===== config.mk =====
export PLATFORM = sky130hd
export DESIGN_NAME = alu_decode_stage
export DESIGN_NICKNAME = d
export VERILOG_FILES = /design/src/rtl/alu_pkg.sv /design/src/rtl/alu_imm_gen.sv /design/src/rtl/alu_decode_stage.sv
export SDC_FILE = /design/constraint.sdc
export NUM_CORES = 1
export LEC_CHECK = 0
export BUFFER_PORTS_ARGS = -buffer_cell sky130_fd_sc_hd__buf_2
export CAP_MARGIN = 20
export CELL_PAD_IN_SITES_DETAIL_PLACEMENT = 1
export CELL_PAD_IN_SITES_GLOBAL_PLACEMENT = 1
export CORE_MARGIN = 2
export CORE_UTILIZATION = 31
export CTS_CLUSTER_SIZE = 25
export DETAILED_ROUTE_END_ITERATION = 16
export PLACE_DENSITY_LB_ADDON = 0.12
export SYNTH_ARGS = -nofsm -noshare
export SYNTH_HDL_FRONTEND = slang
export SYNTH_SLANG_ARGS = --single-unit

===== constraint.sdc =====
create_clock -name clk -period 1.2 [get_ports clk]
set_input_delay 0.12 -clock clk [delete_from_list [all_inputs] [get_ports clk]]
set_output_delay 0.12 -clock clk [all_outputs]
set_load 0.01 [all_outputs]

===== src/rtl/alu_pkg.sv =====
// Shared ALU encodings: funct3 codes, major opcodes, operand selects, decode bundle.
// Latency: none (package only).
// Backpressure: not applicable.
package alu_pkg;

    // ALU function codes, identical to the ISA funct3 field
    localparam logic [2:0] ALU_ADD_SUB = 3'b000;
    localparam logic [2:0] ALU_SLL     = 3'b001;
    localparam logic [2:0] ALU_SLT     = 3'b010;
    localparam logic [2:0] ALU_SLTU    = 3'b011;
    localparam logic [2:0] ALU_XOR     = 3'b100;
    localparam logic [2:0] ALU_SRL_SRA = 3'b101;
    localparam logic [2:0] ALU_OR      = 3'b110;
    localparam logic [2:0] ALU_AND_CLR = 3'b111;

    // Major opcodes handled by the ALU decode stage
    localparam logic [6:0] OPC_OP     = 7'b0110011;
    localparam logic [6:0] OPC_OP_IMM = 7'b0010011;
    localparam logic [6:0] OPC_LUI    = 7'b0110111;
    localparam logic [6:0] OPC_AUIPC  = 7'b0010111;

    // funct7 / imm[11:5] patterns
    localparam logic [6:0] F7_BASE = 7'b0000000;
    localparam logic [6:0] F7_ALT  = 7'b0100000;

    // Operand select encodings
    localparam logic [1:0] OP1_RS1  = 2'b00;
    localparam logic [1:0] OP1_PC   = 2'b01;
    localparam logic [1:0] OP1_ZERO = 2'b10;
    localparam logic       OP2_RS2  = 1'b0;
    localparam logic       OP2_IMM  = 1'b1;

    // Everything the execute stage needs from one decoded instruction
    typedef struct packed {
        logic [2:0]  func;
        logic        func_sel;
        logic [1:0]  op1_sel;
        logic        op2_sel;
        logic [31:0] imm;
        logic [4:0]  rs1;
        logic [4:0]  rs2;
        logic [4:0]  rd;
        logic        rd_we;
        logic        illegal;
    } dec_t;

    // x0 is never written, and a trapping instruction never writes back
    function automatic logic rd_write_en(input logic illegal, input logic [4:0] rd);
        return !illegal && (rd != 5'd0);
    endfunction

endpackage


===== src/rtl/alu_imm_gen.sv =====
// Immediate extraction: sign-extended I-imm for OP-IMM, U-imm for LUI/AUIPC, else zero.
// Latency: combinational.
// Backpressure: none, pure function of the instruction word.
module alu_imm_gen
    import alu_pkg::*;
(
    input  logic [31:0] instr,
    output logic [31:0] imm
);

    // Pick the immediate format from the major opcode
    always_comb begin
        imm = 32'd0;
        case (instr[6:0])
            OPC_OP_IMM:         imm = {{20{instr[31]}}, instr[31:20]};
            OPC_LUI, OPC_AUIPC: imm = {instr[31:12], 12'd0};
            default:            imm = 32'd0;
        endcase
    end

endmodule


===== src/rtl/alu_decode_stage.sv =====
// RV32I ALU-class decode stage (OP, OP-IMM, LUI, AUIPC); optional ANDN via ALU_ANDN_EN.
// Latency: 1 cycle, full throughput while out_ready is high.
// Backpressure: in_ready = (!out_valid | out_ready) & !flush; held outputs are stable while stalled.
module alu_decode_stage
    import alu_pkg::*;
#(
    parameter int PC_WIDTH  = 32,
    parameter bit FLUSH_NOP = 1'b1
) (
    input  logic                clk,
    input  logic                reset_n,
    input  logic                flush,
    input  logic                in_valid,
    output logic                in_ready,
    input  logic [31:0]         in_instr,
    input  logic [PC_WIDTH-1:0] in_pc,
    output logic                out_valid,
    input  logic                out_ready,
    output logic [PC_WIDTH-1:0] out_pc,
    output logic [2:0]          alu_func,
    output logic                alu_func_sel,
    output logic [1:0]          op1_sel,
    output logic                op2_sel,
    output logic [31:0]         imm,
    output logic [4:0]          rs1,
    output logic [4:0]          rs2,
    output logic [4:0]          rd,
    output logic                rd_we,
    output logic                illegal
);

    logic [6:0]  opcode;
    logic [2:0]  funct3;
    logic [6:0]  funct7;
    logic [31:0] imm_w;
    logic        bad;
    logic        xfer;
    dec_t        dec;
    dec_t        dec_q;

    assign opcode = in_instr[6:0];
    assign funct3 = in_instr[14:12];
    assign funct7 = in_instr[31:25];

    alu_imm_gen u_imm_gen (
        .instr (in_instr),
        .imm   (imm_w)
    );

    // A flush blocks the input so a redirect never lets a wrong-path instruction in
    assign in_ready = (!out_valid || out_ready) && !flush;
    assign xfer     = in_valid && in_ready;

    // Combinational decode of the incoming instruction word
    always_comb begin
        bad          = 1'b0;
        dec          = '0;
        dec.rs1      = in_instr[19:15];
        dec.rs2      = in_instr[24:20];
        dec.rd       = in_instr[11:7];
        dec.imm      = imm_w;
        dec.op1_sel  = OP1_RS1;
        dec.op2_sel  = OP2_RS2;
        case (opcode)
            OPC_OP: begin
                if (funct7 == F7_BASE) begin
                    dec.func = funct3;
                end else if (funct7 == F7_ALT &&
                             (funct3 == ALU_ADD_SUB || funct3 == ALU_SRL_SRA)) begin
                    dec.func     = funct3;
                    dec.func_sel = 1'b1;
                end
`ifdef ALU_ANDN_EN
                else if (funct7 == F7_ALT && funct3 == ALU_AND_CLR) begin
                    dec.func     = funct3;
                    dec.func_sel = 1'b1;
                end
`endif
                else begin
                    bad = 1'b1;
                end
            end
            OPC_OP_IMM: begin
                dec.op2_sel = OP2_IMM;
                dec.func    = funct3;
                if (funct3 == ALU_SLL && funct7 != F7_BASE) begin
                    bad = 1'b1;
                end else if (funct3 == ALU_SRL_SRA) begin
                    if (funct7 == F7_ALT) begin
                        dec.func_sel = 1'b1;
                    end else if (funct7 != F7_BASE) begin
                        bad = 1'b1;
                    end
                end
            end
            OPC_LUI: begin
                dec.op1_sel = OP1_ZERO;
                dec.op2_sel = OP2_IMM;
            end
            OPC_AUIPC: begin
                dec.op1_sel = OP1_PC;
                dec.op2_sel = OP2_IMM;
            end
            default: bad = 1'b1;
        endcase
        // Compressed / non-32-bit encodings are never ours
        if (in_instr[1:0] != 2'b11) begin
            bad = 1'b1;
        end
        if (bad) begin
            dec.func     = ALU_ADD_SUB;
            dec.func_sel = 1'b0;
        end
        dec.illegal = bad;
        dec.rd_we   = rd_write_en(bad, dec.rd);
    end

    // Output register bank and valid flop; flush beats a simultaneous transfer
    always_ff @(posedge clk or negedge reset_n) begin
        if (!reset_n) begin
            out_valid <= 1'b0;
            out_pc    <= '0;
            dec_q     <= '0;
        end else if (flush) begin
            out_valid <= 1'b0;
            if (FLUSH_NOP) begin
                dec_q.rd_we   <= 1'b0;
                dec_q.illegal <= 1'b0;
            end
        end else if (xfer) begin
            out_valid <= 1'b1;
            out_pc    <= in_pc;
            dec_q     <= dec;
        end else if (out_ready) begin
            out_valid <= 1'b0;
        end
    end

    assign alu_func     = dec_q.func;
    assign alu_func_sel = dec_q.func_sel;
    assign op1_sel      = dec_q.op1_sel;
    assign op2_sel      = dec_q.op2_sel;
    assign imm          = dec_q.imm;
    assign rs1          = dec_q.rs1;
    assign rs2          = dec_q.rs2;
    assign rd           = dec_q.rd;
    assign rd_we        = dec_q.rd_we;
    assign illegal      = dec_q.illegal;

endmodule


==> results.txt, run 1 <==
status: complete, but fails checks
failing checks: setup timing
largest area contributor in the netlist: dfrtp_1
cell with the most instances after synthesis: nand2_1
final worst path period share: 1.107
post-route ant nets: 0
yosys warns: 0
Tmin final: 1.328 ns
DRT Pass-1 Iters: 4
most frequent cells after synthesis: nand2_1, dfrtp_1, nand3_1
critical path depth: 5
#FFs+latches synth: 89
die height: 112.2 um
Post-synth ARST share: 1.000
die width: 112.2 um
number of synthesized flops with an enable pin: 0
global-route wire length before repair: 20,250 um
worst hold margin: 0.01705 ns
top_reg_cell synth: dfrtp_1
Worst VDD drop: 698.5 uV
CP Max Fanout: 20
Global Route Usage Sum: 0.2018
Syn Area/Cell: 9.508 um2
path type of the worst min-delay path: input port to flop
Worst-Margin Slew: 0.4430 ns
die area: 12,600 um2
DRT Wirelength: 12,640 um
GP Congestion: 0.7744
fin area: 6012 um2
clock sink count: 89
nets@finish: 683
post-synth top area share: 0.6132
vias in the first global route: 3,958
Clk Tree Root Cell: clkbuf_16
detailed-route DRC error count: 0
fmax: 0.7529 GHz
H-tree levels: 3
share of layout cells above drive strength 1: 0.4475
setup TNS: -5.814 ns
CTS tree: done
I/O Buffers: 158
routed len/inst: 16.59 um
Netlist cell types: 36
Layout Skew: 0.008712 ns
Critical Path Start Type: flop
total power: 7.563 mW
slowest CP cell: dfrtp_1
number of fillers in the final layout: 1,323
core area: 11,420 um2
CP Class: flop to flop
clock-pin transition on the worst setup and hold timing paths: 0.07 ns
hold-critical path depth: 3
mapped cell area: 3632 um2
n_diodes: 0
worst path bufs/invs: 1
delay-heaviest family, CP: simple AND/OR/NAND/NOR gates
r2r worst-path depth: 5
Core Util, Final: 0.5265
cts bufs inserted: 9
Final Hold Fails: 0
number of max-cap violations: 0
starting density of the core: 0.3181
Worst path max stage delay: 0.40 ns
setup ws final: -0.1281 ns
final setup fails: 81
sequential area share after synthesis: 0.6132
io pins: 159
Post-Syn Nets: 451
initial antenna violation count: 0
initial drt markers: 100
Cell Chain, Critical Path: nor2b_4, nor2_4, nand2_8, buf_12, a22o_1
Leak: 3.417 nW
Max Slew Vio Count: 0
post-detail-place hpwl: 8346 um
row count: 39
largest net degree at the start of global routing: 58
Pwr Density: 1258 nW/um2
Slew headroom: 0.7047
RSZ-0062 raised after global routing: true
Avg Vias per Cell: 4.749
Layout area overhead: 65.52%
Cell Area, Placed: 4896 um2
Clock Tree Buf Depth: 2
critical path data arrival time: 1.55 ns
Gate Count Post-Synth: 382
total congestion overflow: 0
Critical Path Sink Type: flop
worst skew pair latency: 0.34 ns
WP data required: 1.42 ns
ranking of synthesized cells by area: dfrtp_1, nand2_1, nand3_1
routed vias: 3,619
final timing paths:
| check | startpoint | end | slack [ns] |
|---|---|---|---|
| worst max-delay path | out_valid$_DFFE_PN0P_ | imm[4]$_DFFE_PN0P_ | -0.13 |
| worst min-delay path | in_instr[22] | rs2[2]$_DFFE_PN0P_ | 0.02 |
| worst max register to register | out_valid$_DFFE_PN0P_ | imm[4]$_DFFE_PN0P_ | -0.13 |
| worst min register to register | rs1[3]$_DFFE_PN0P_ | rs1[3]$_DFFE_PN0P_ | 0.47 |
| max in group asynchronous | reset_n | out_pc[28]$_DFFE_PN0P_ | 0.50 |
| min in group asynchronous | reset_n | out_pc[7]$_DFFE_PN0P_ | 0.30 |
stage by stage:
| stage | setup slack, ns | instances |
|---|---|---|
| final | -0.1281 | 762 |
| after global routing | -0.1860 | 762 |
| after CTS | -0.1363 | 761 |
| after detailed placement | -0.4108 | 698 |
| after global placement | -0.3910 | 698 |
| after floorplan | -0.1742 | 382 |
cells by family (layout without fill, tap and decap cells):
kind of cell | Yosys count | count (layout) | synth area share
AND/OR/NAND/NOR | 237 | 237 | 0.2832
AO/OA/AOI/OAI | 30 | 30 | 0.07096
buffers and inverters | 26 | 263 | 0.03272
flip-flops | 89 | 89 | 0.6132
metal layers:
metal / vias up / GRT usage / wire length, um
met3: 12 / 0.04050 / 648
met4: 0 / 0.06992 / 193
li1: 1716 / - / -
met5: - / 0 / 0
met2: 102 / 0.3333 / 6274
met1: 1789 / 0.2662 / 5524
layout make-up:
class                           instances  area (um2)  area share
Multi-Input combinational cell        267        1562      0.2597
Tap cell                              143       178.9     0.02976
Clock buffer                            9       225.2     0.03746
Inverter                                3       11.26    0.001873
Sequential cell                        89        2227      0.3704
Clock inverter                          7       71.32     0.01186
Timing Repair Buffer                  244        1737      0.2889
placed cells by master, fill, tap and decap left out, drive strengths merged, types with 2 or more instances in the layout:
cell type,netlist,final
buf,6,199
nand2,173,173
dfrtp,89,89
dlygate4sd3,0,44
nand3,42,42
a22o,13,13
clkbuf,17,10
o21ai,6,6
nor2,5,5
inv,3,3
a21o,3,3
clkinvlp,0,3
and3,3,3
clkinv,0,3
nand2b,2,2
a21oi,2,2
or4,2,2
and4,2,2
report_power, final:
part | leakage (nW) | internal [mW] | switching [mW]
combinational | 2.11 | 0.626 | 0.728
sequential | 1.16 | 3.25 | 0.136
clock | 0.137 | 1.61 | 1.21
total | 3.42 | 5.48 | 2.08
what timing repair did:
action,CTS,global route
hold buffers,44,0
cloned,2,1
hold endpoints to repair,132,0
pin swaps,2,11
endpoints found under the setup margin,86,89
resized for setup,42,35
buffers inserted,1,0
flip-flops by register name (all words and copies together) (netlist names):
register,flops
alu_func_sel,1
rs1,5
alu_func,3
rd,5
op2_sel,1
illegal,1
rs2,5
out_valid,1
op1_sel,2
out_pc,32
imm,32
rd_we,1
worst reg2reg max path: stages (launching register included):
cell,delay [ns]
dfrtp_1,0.40
nor2b_4,0.14
nor2_4,0.15
nand2_8,0.12
buf_12,0.17
a22o_1,0.24
(Power assumes the default switching activity.)
==> run 2, diff against run 1 <==
--- a/config.mk
+++ b/config.mk
@@ -12,3 +12,3 @@
 export CORE_MARGIN = 2
-export CORE_UTILIZATION = 31
+export CORE_UTILIZATION = 34
 export CTS_CLUSTER_SIZE = 25
==> constraint.sdc (replaced) <==
create_clock -name clk -period 1.4 [get_ports clk]
set_input_delay 0.14 -clock clk [delete_from_list [all_inputs] [get_ports clk]]
set_output_delay 0.14 -clock clk [all_outputs]
set_load 0.05 [all_outputs]
==> run 2 against run 1 <==
Compared with the run above: the flow now finishes without violations; largest power group unchanged; highest routed layer unchanged; die area decreased by 8.5%; sequential share of layout area increased by 3.3 points; register-to-register slack improved by 0.18 ns.
==> results.txt, run 2 (same netlist as run 1, synthesis figures left out) <==
delay-heaviest family, CP: simple AND/OR/NAND/NOR gates
status: finished clean
Critical Path Sink Type: flop
r2r worst-path depth: 6
Core Util, Final: 0.5327
CP Class: flop to flop
detailed-route DRC error count: 0
NetSw: 2.309 mW
Layout area overhead: 52.08%
footprint of the multi-input gates: 1339 um2
Max Slew Vio Count: 0
worst skew pair latency: 0.35 ns
part of the power in registers: 0.462
worst path bufs/invs: 1
core area: 10,370 um2
hold-critical path depth: 3
Leak: 3.109 nW
most frequent cells in the layout: nand2_1, buf_2, dfrtp_1
row count: 37
clock-pin transition on the worst setup and hold timing paths: 0.09 ns
Critical Path Start Type: flop
post-route insts no fill: 741
DRT Pass-1 Iters: 4
die height: 107.4 um
post-route ant nets: 0
final worst path period share: 0.9639
commonest non-fill, non-tap cell in the layout: nand2_1
vias in the first global route: 3,659
initial antenna violation count: 0
clock sink count: 89
fmax: 0.7410 GHz
I/O Buffers: 158
Worst-Margin Slew: 0.5316 ns
WP data required: 1.68 ns
share of layout cells above drive strength 1: 0.3653
routed len/inst: 16.37 um
Power Internal: 3.954 mW
total congestion overflow: 0
initial drt markers: 133
largest net degree at the start of global routing: 34
Cell Chain, Critical Path: nand2b_1, and3_4, buf_6, and4_4, a31oi_2, o31ai_2
placed insts: 677
CP Max Fanout: 3
switch share: 0.3687
io pins: 159
number of max-cap violations: 0
die area: 11,530 um2
Avg Vias per Cell: 4.806
Tmin final: 1.349 ns
Clock Tree Buf Depth: 2
H-tree levels: 3
path type of the worst min-delay path: input port to flop
routed vias: 3,561
Storage cell area: 2228 um2
n_diodes: 0
post-detail-place hpwl: 8054 um
setup TNS: 0 ns
GP Congestion: 0.8282
cts bufs inserted: 9
starting density of the core: 0.3503
slowest CP cell: dfrtp_2
Final Hold Fails: 0
Worst path max stage delay: 0.42 ns
critical path data arrival time: 1.63 ns
Pwr Density: 1134 nW/um2
Global Route Usage Sum: 0.2137
final setup fails: 0
Clk Tree Root Cell: clkbuf_8
Worst VDD drop: 529.1 uV
Layout Skew: 0.006488 ns
global-route wire length before repair: 19,040 um
Clock Power Share: 0.261
Slew headroom: 0.6417
CTS tree: done
nets@finish: 669
DRT Wirelength: 12,130 um
combinational power share: 0.277
RSZ-0062 raised after global routing: true
die width: 107.4 um
number of fillers in the final layout: 1,238
critical path depth: 6
-- run 2: cell count changes in the layout (fill, tap and decap cells not counted), sizes merged --
cell	change
buf	-14
bufinv	-1
clkbuf	+2
clkinv	+1
clkinvlp	-2
-- run 2: final cells by class --
class,instances,area share
flip-flops and latches,89,0.4034
repair buffers,230,0.2901
multi-input cells,267,0.2424
well taps,136,0.03080
clock buffers,11,0.02559
clock inverters,5,0.005663
inverters,3,0.002039
-- run 2: what timing repair did --
item,4_1_cts,5_1_grt
hold buffers,44,0
gates resized for setup,10,6
endpoints found under the hold margin,74,0
setup buffers,1,1
setup endpoints to repair,38,32
pin swaps,2,2
cloned,1,1
-- run 2: per-layer routing --
metal,up-vias,global-route usage,share of wire,routed length (um)
li1,1682,-,-,-
met1,1749,0.2723,0.44,5290
met2,114,0.3621,0.49,5960
met3,16,0.05569,0.060,731
met4,0,0.05586,0.012,144
met5,-,0,0,0
-- run 2: worst paths after layout --
check | start | endpoint | slack (ns)
max in group asynchronous | reset_n | rs2[2]$_DFFE_PN0P_ | 0.55
min reg2reg | out_pc[8]$_DFFE_PN0P_ | out_pc[8]$_DFFE_PN0P_ | 0.47
max reg2reg | out_valid$_DFFE_PN0P_ | alu_func[2]$_DFFE_PN0P_ | 0.05
min in group asynchronous | reset_n | rs1[0]$_DFFE_PN0P_ | 0.28
min | in_instr[23] | rs2[3]$_DFFE_PN0P_ | 0.01
max | out_valid$_DFFE_PN0P_ | alu_func[2]$_DFFE_PN0P_ | 0.05
-- run 2: power groups by stage --
stage	logic, mW	registers, mW	clock network [mW]
floorplan	0.305	3.70	0
global placement	1.59	2.93	0
detailed placement	1.62	2.94	0
CTS	1.72	2.89	1.67
global route	1.85	2.92	1.78
finish	1.74	2.89	1.63
-- run 2: per-stage QoR --
| stage | power, mW | setup WS, ns | instance area, um2 | hold WS [ns] |
|---|---|---|---|---|
| 5_1_grt | 6.554 | -0.004129 | 5524 | 0.001489 |
| 3_3_place_gp | 4.521 | -0.1666 | 4777 | 0.1383 |
| 3_5_place_dp | 4.558 | -0.2632 | 4777 | 0.1381 |
| 4_1_cts | 6.285 | -0.01000 | 5458 | 0.003685 |
| 6_report | 6.262 | 0.05053 | 5524 | 0.01352 |
| 2_1_floorplan | 4.006 | -0.2441 | 3689 | -0.1556 |
-- run 2: worst min-delay path: stages --
cell and delay (ns):
buf_2 0.10, nand2_1 0.05, nand2_1 0.05
==> run 3, diff against run 2 <==
- CORE_UTILIZATION: 34 -> 35
- SYNTH_HIERARCHICAL: not set -> 1
==> run 3 against run 2 <==
Compared with the run above: cell count rose by 11%; maximum frequency fell by 2.1%; first-iteration DRC count rose by 71%; die area rose by 9.6%; clock power rose by 35%; clock skew barely moved; worst setup slack got worse by 0.029 ns; power rose by 12%; critical path type is now flop to output port; via count rose by 12%; area after synthesis rose by 13%; register-to-register slack got worse by 0.03 ns; largest cell class unchanged; utilization fell by 1.1 points.
==> results.txt, run 3 <==
Max Slew Vio Count: 0
ranking of synthesized cells by area: dfrtp_1, nand2_1, a211oi_2
Critical Path Sink Type: output port
slowest CP cell: dfrtp_2
top_reg_cell synth: dfrtp_1
detailed-route DRC error count: 0
most frequent cells after synthesis: nand2_1, dfrtp_1, a211oi_2
number of max-cap violations: 0
n_diodes: 0
nets@finish: 743
clock sink count: 89
most frequent cells in the layout: nand2_1, buf_2, dfrtp_1
starting density of the core: 0.3601
Syn Area/Cell: 8.548 um2
worst skew pair latency: 0.33 ns
WP data required: 1.26 ns
footprint of the multi-input gates: 1747 um2
Avg Vias per Cell: 4.876
DRT Pass-1 Iters: 4
H-tree levels: 3
Worst VDD drop: 671.7 uV
number of synthesized flops with an enable pin: 0
worst path bufs/invs: 1
commonest non-fill, non-tap cell in the layout: nand2_1
Final Hold Fails: 0
post-detail-place hpwl: 9260 um
Netlist cell types: 41
post-synth top area share: 0.5417
row count: 39
routed len/inst: 16.97 um
placed insts: 775
mapped cell area: 4111 um2
Core Util, Final: 0.5217
GP Congestion: 0.8174
largest area contributor in the netlist: dfrtp_1
initial drt markers: 228
final worst path period share: 0.9845
clock-pin transition on the worst setup and hold timing paths: 0.06 ns
largest net degree at the start of global routing: 29
critical path depth: 3
status: finished clean
post-route ant nets: 0
post-route insts no fill: 821
Clk Tree Root Cell: clkbuf_16
io pins: 159
Pwr Density: 1175 nW/um2
total congestion overflow: 0
cts bufs inserted: 9
die width: 112.4 um
fmax: 0.7255 GHz
Leak: 3.293 nW
Tmin final: 1.378 ns
Layout Skew: 0.006604 ns
Storage cell area: 2228 um2
I/O Buffers: 158
#FFs+latches synth: 89
Clock Tree Buf Depth: 2
core area: 11,420 um2
DRT Wirelength: 13,940 um
die area: 12,630 um2
final setup fails: 0
Post-Syn Nets: 550
sequential area share after synthesis: 0.5417
routed vias: 4,003
initial antenna violation count: 0
path type of the worst min-delay path: input port to flop
global-route wire length before repair: 20,550 um
yosys warns: 6
delay-heaviest family, CP: flip-flops
Gate Count Post-Synth: 481
vias in the first global route: 4,068
die height: 112.4 um
share of layout cells above drive strength 1: 0.3658
Critical Path Start Type: flop
CTS tree: done
Global Route Usage Sum: 0.2013
worst slack, placed: -0.01747 ns
critical path data arrival time: 1.24 ns
r2r worst-path depth: 7
Post-synth ARST share: 1.000
Slew headroom: 0.6745
Cell Chain, Critical Path: nor2b_4, nor2_4, buf_4
setup ws final: 0.02169 ns
Worst-Margin Slew: 0.4870 ns
Worst path max stage delay: 0.40 ns
Layout area overhead: 44.89%
CP Max Fanout: 4
CP Class: flop to output port
number of fillers in the final layout: 1,409
hold-critical path depth: 3
cell with the most instances after synthesis: nand2_1
run 3: cell count changes after synthesis, sizes merged, moves of 4 or more:
| cell | previous run | this run |
|---|---|---|
| a211oi | 0 | 19 |
| a22o | 13 | 0 |
| buf | 6 | 18 |
| clkbuf | 17 | 12 |
| inv | 3 | 16 |
| nand2 | 173 | 273 |
| nand3 | 42 | 1 |
| nor3 | 1 | 5 |
| nor4 | 1 | 12 |
| o21ai | 6 | 2 |
run 3: metrics by stage:
step	total power, mW	hold slack (ns)	TNS, ns	instance area [um2]
final	7.002	0.006854	0	5957
after global routing	7.333	0.005430	-0.1708	5957
after floorplan	4.086	-0.1556	-21.15	4153
after CTS	6.961	0.000008465	0	5673
after global placement	4.661	0.08562	0	5256
after detailed placement	4.700	0.08565	-0.02743	5256
run 3: power by group:
| part | internal (mW) | leakage, nW | switching (mW) | total, mW |
|---|---|---|---|---|
| clock | 1.24 | 0.128 | 0.965 | 2.20 |
| combinational | 0.525 | 2.00 | 1.38 | 1.90 |
| sequential | 2.79 | 1.16 | 0.111 | 2.90 |
run 3: kinds of logic (layout without fill, tap and decap cells):
family	Yosys count	in the layout	share of synthesized area
buffers and inverters	46	240	0.05417
AO/OA/AOI/OAI	33	33	0.08582
flip-flops	89	89	0.5417
XOR/XNOR	1	1	0.002131
AND/OR/NAND/NOR	312	315	0.3162
run 3: layer usage:
metal / GRT usage / routed length [um] / vias to the layer above
li1: - / - / 1912
met1: 0.2562 / 5972 / 1961
met2: 0.3542 / 7105 / 117
met3: 0.03618 / 695 / 13
met4: 0.05366 / 163 / 0
met5: 0 / 0 / -
run 3: timing repair:
item,CTS,global route
pin swaps,0,4
gates cloned,0,11
setup buffers,0,5
endpoints found under the setup margin,1,68
hold buffers,15,0
endpoints found under the hold margin,36,0
gates resized for setup,1,3
run 3: final cells by class:
class / instances / area share
tap: 143 / 0.03004
timing repair buffer: 209 / 0.2483
sequential: 89 / 0.3741
inverter: 16 / 0.01008
clock inverter: 3 / 0.002941
clock buffer: 12 / 0.04138
multi-input combinational: 349 / 0.2932
run 3: worst register-to-register path, cell delays in order, from the launching register on:
cell	delay [ns]
dfrtp_2	0.40
nor2b_4	0.13
nor2_4	0.14
and2_4	0.19
buf_12	0.15
clkbuf_16	0.18
nand2_1	0.06
nand2_1	0.06
run 3: worst paths after layout:
| check | startpoint | end | slack, ns |
|---|---|---|---|
| setup / recovery | out_valid$_DFFE_PN0P_ | in_ready | 0.02 |
| hold / removal | in_pc[30] | out_pc[30]$_DFFE_PN0P_ | 0.007 |
| setup reg to reg | out_valid$_DFFE_PN0P_ | out_pc[5]$_DFFE_PN0P_ | 0.02 |
| hold reg to reg | out_pc[30]$_DFFE_PN0P_ | out_pc[30]$_DFFE_PN0P_ | 0.47 |
| max in group asynchronous | reset_n | out_pc[3]$_DFFE_PN0P_ | 0.63 |
| min in group asynchronous | reset_n | out_pc[30]$_DFFE_PN0P_ | 0.28 |
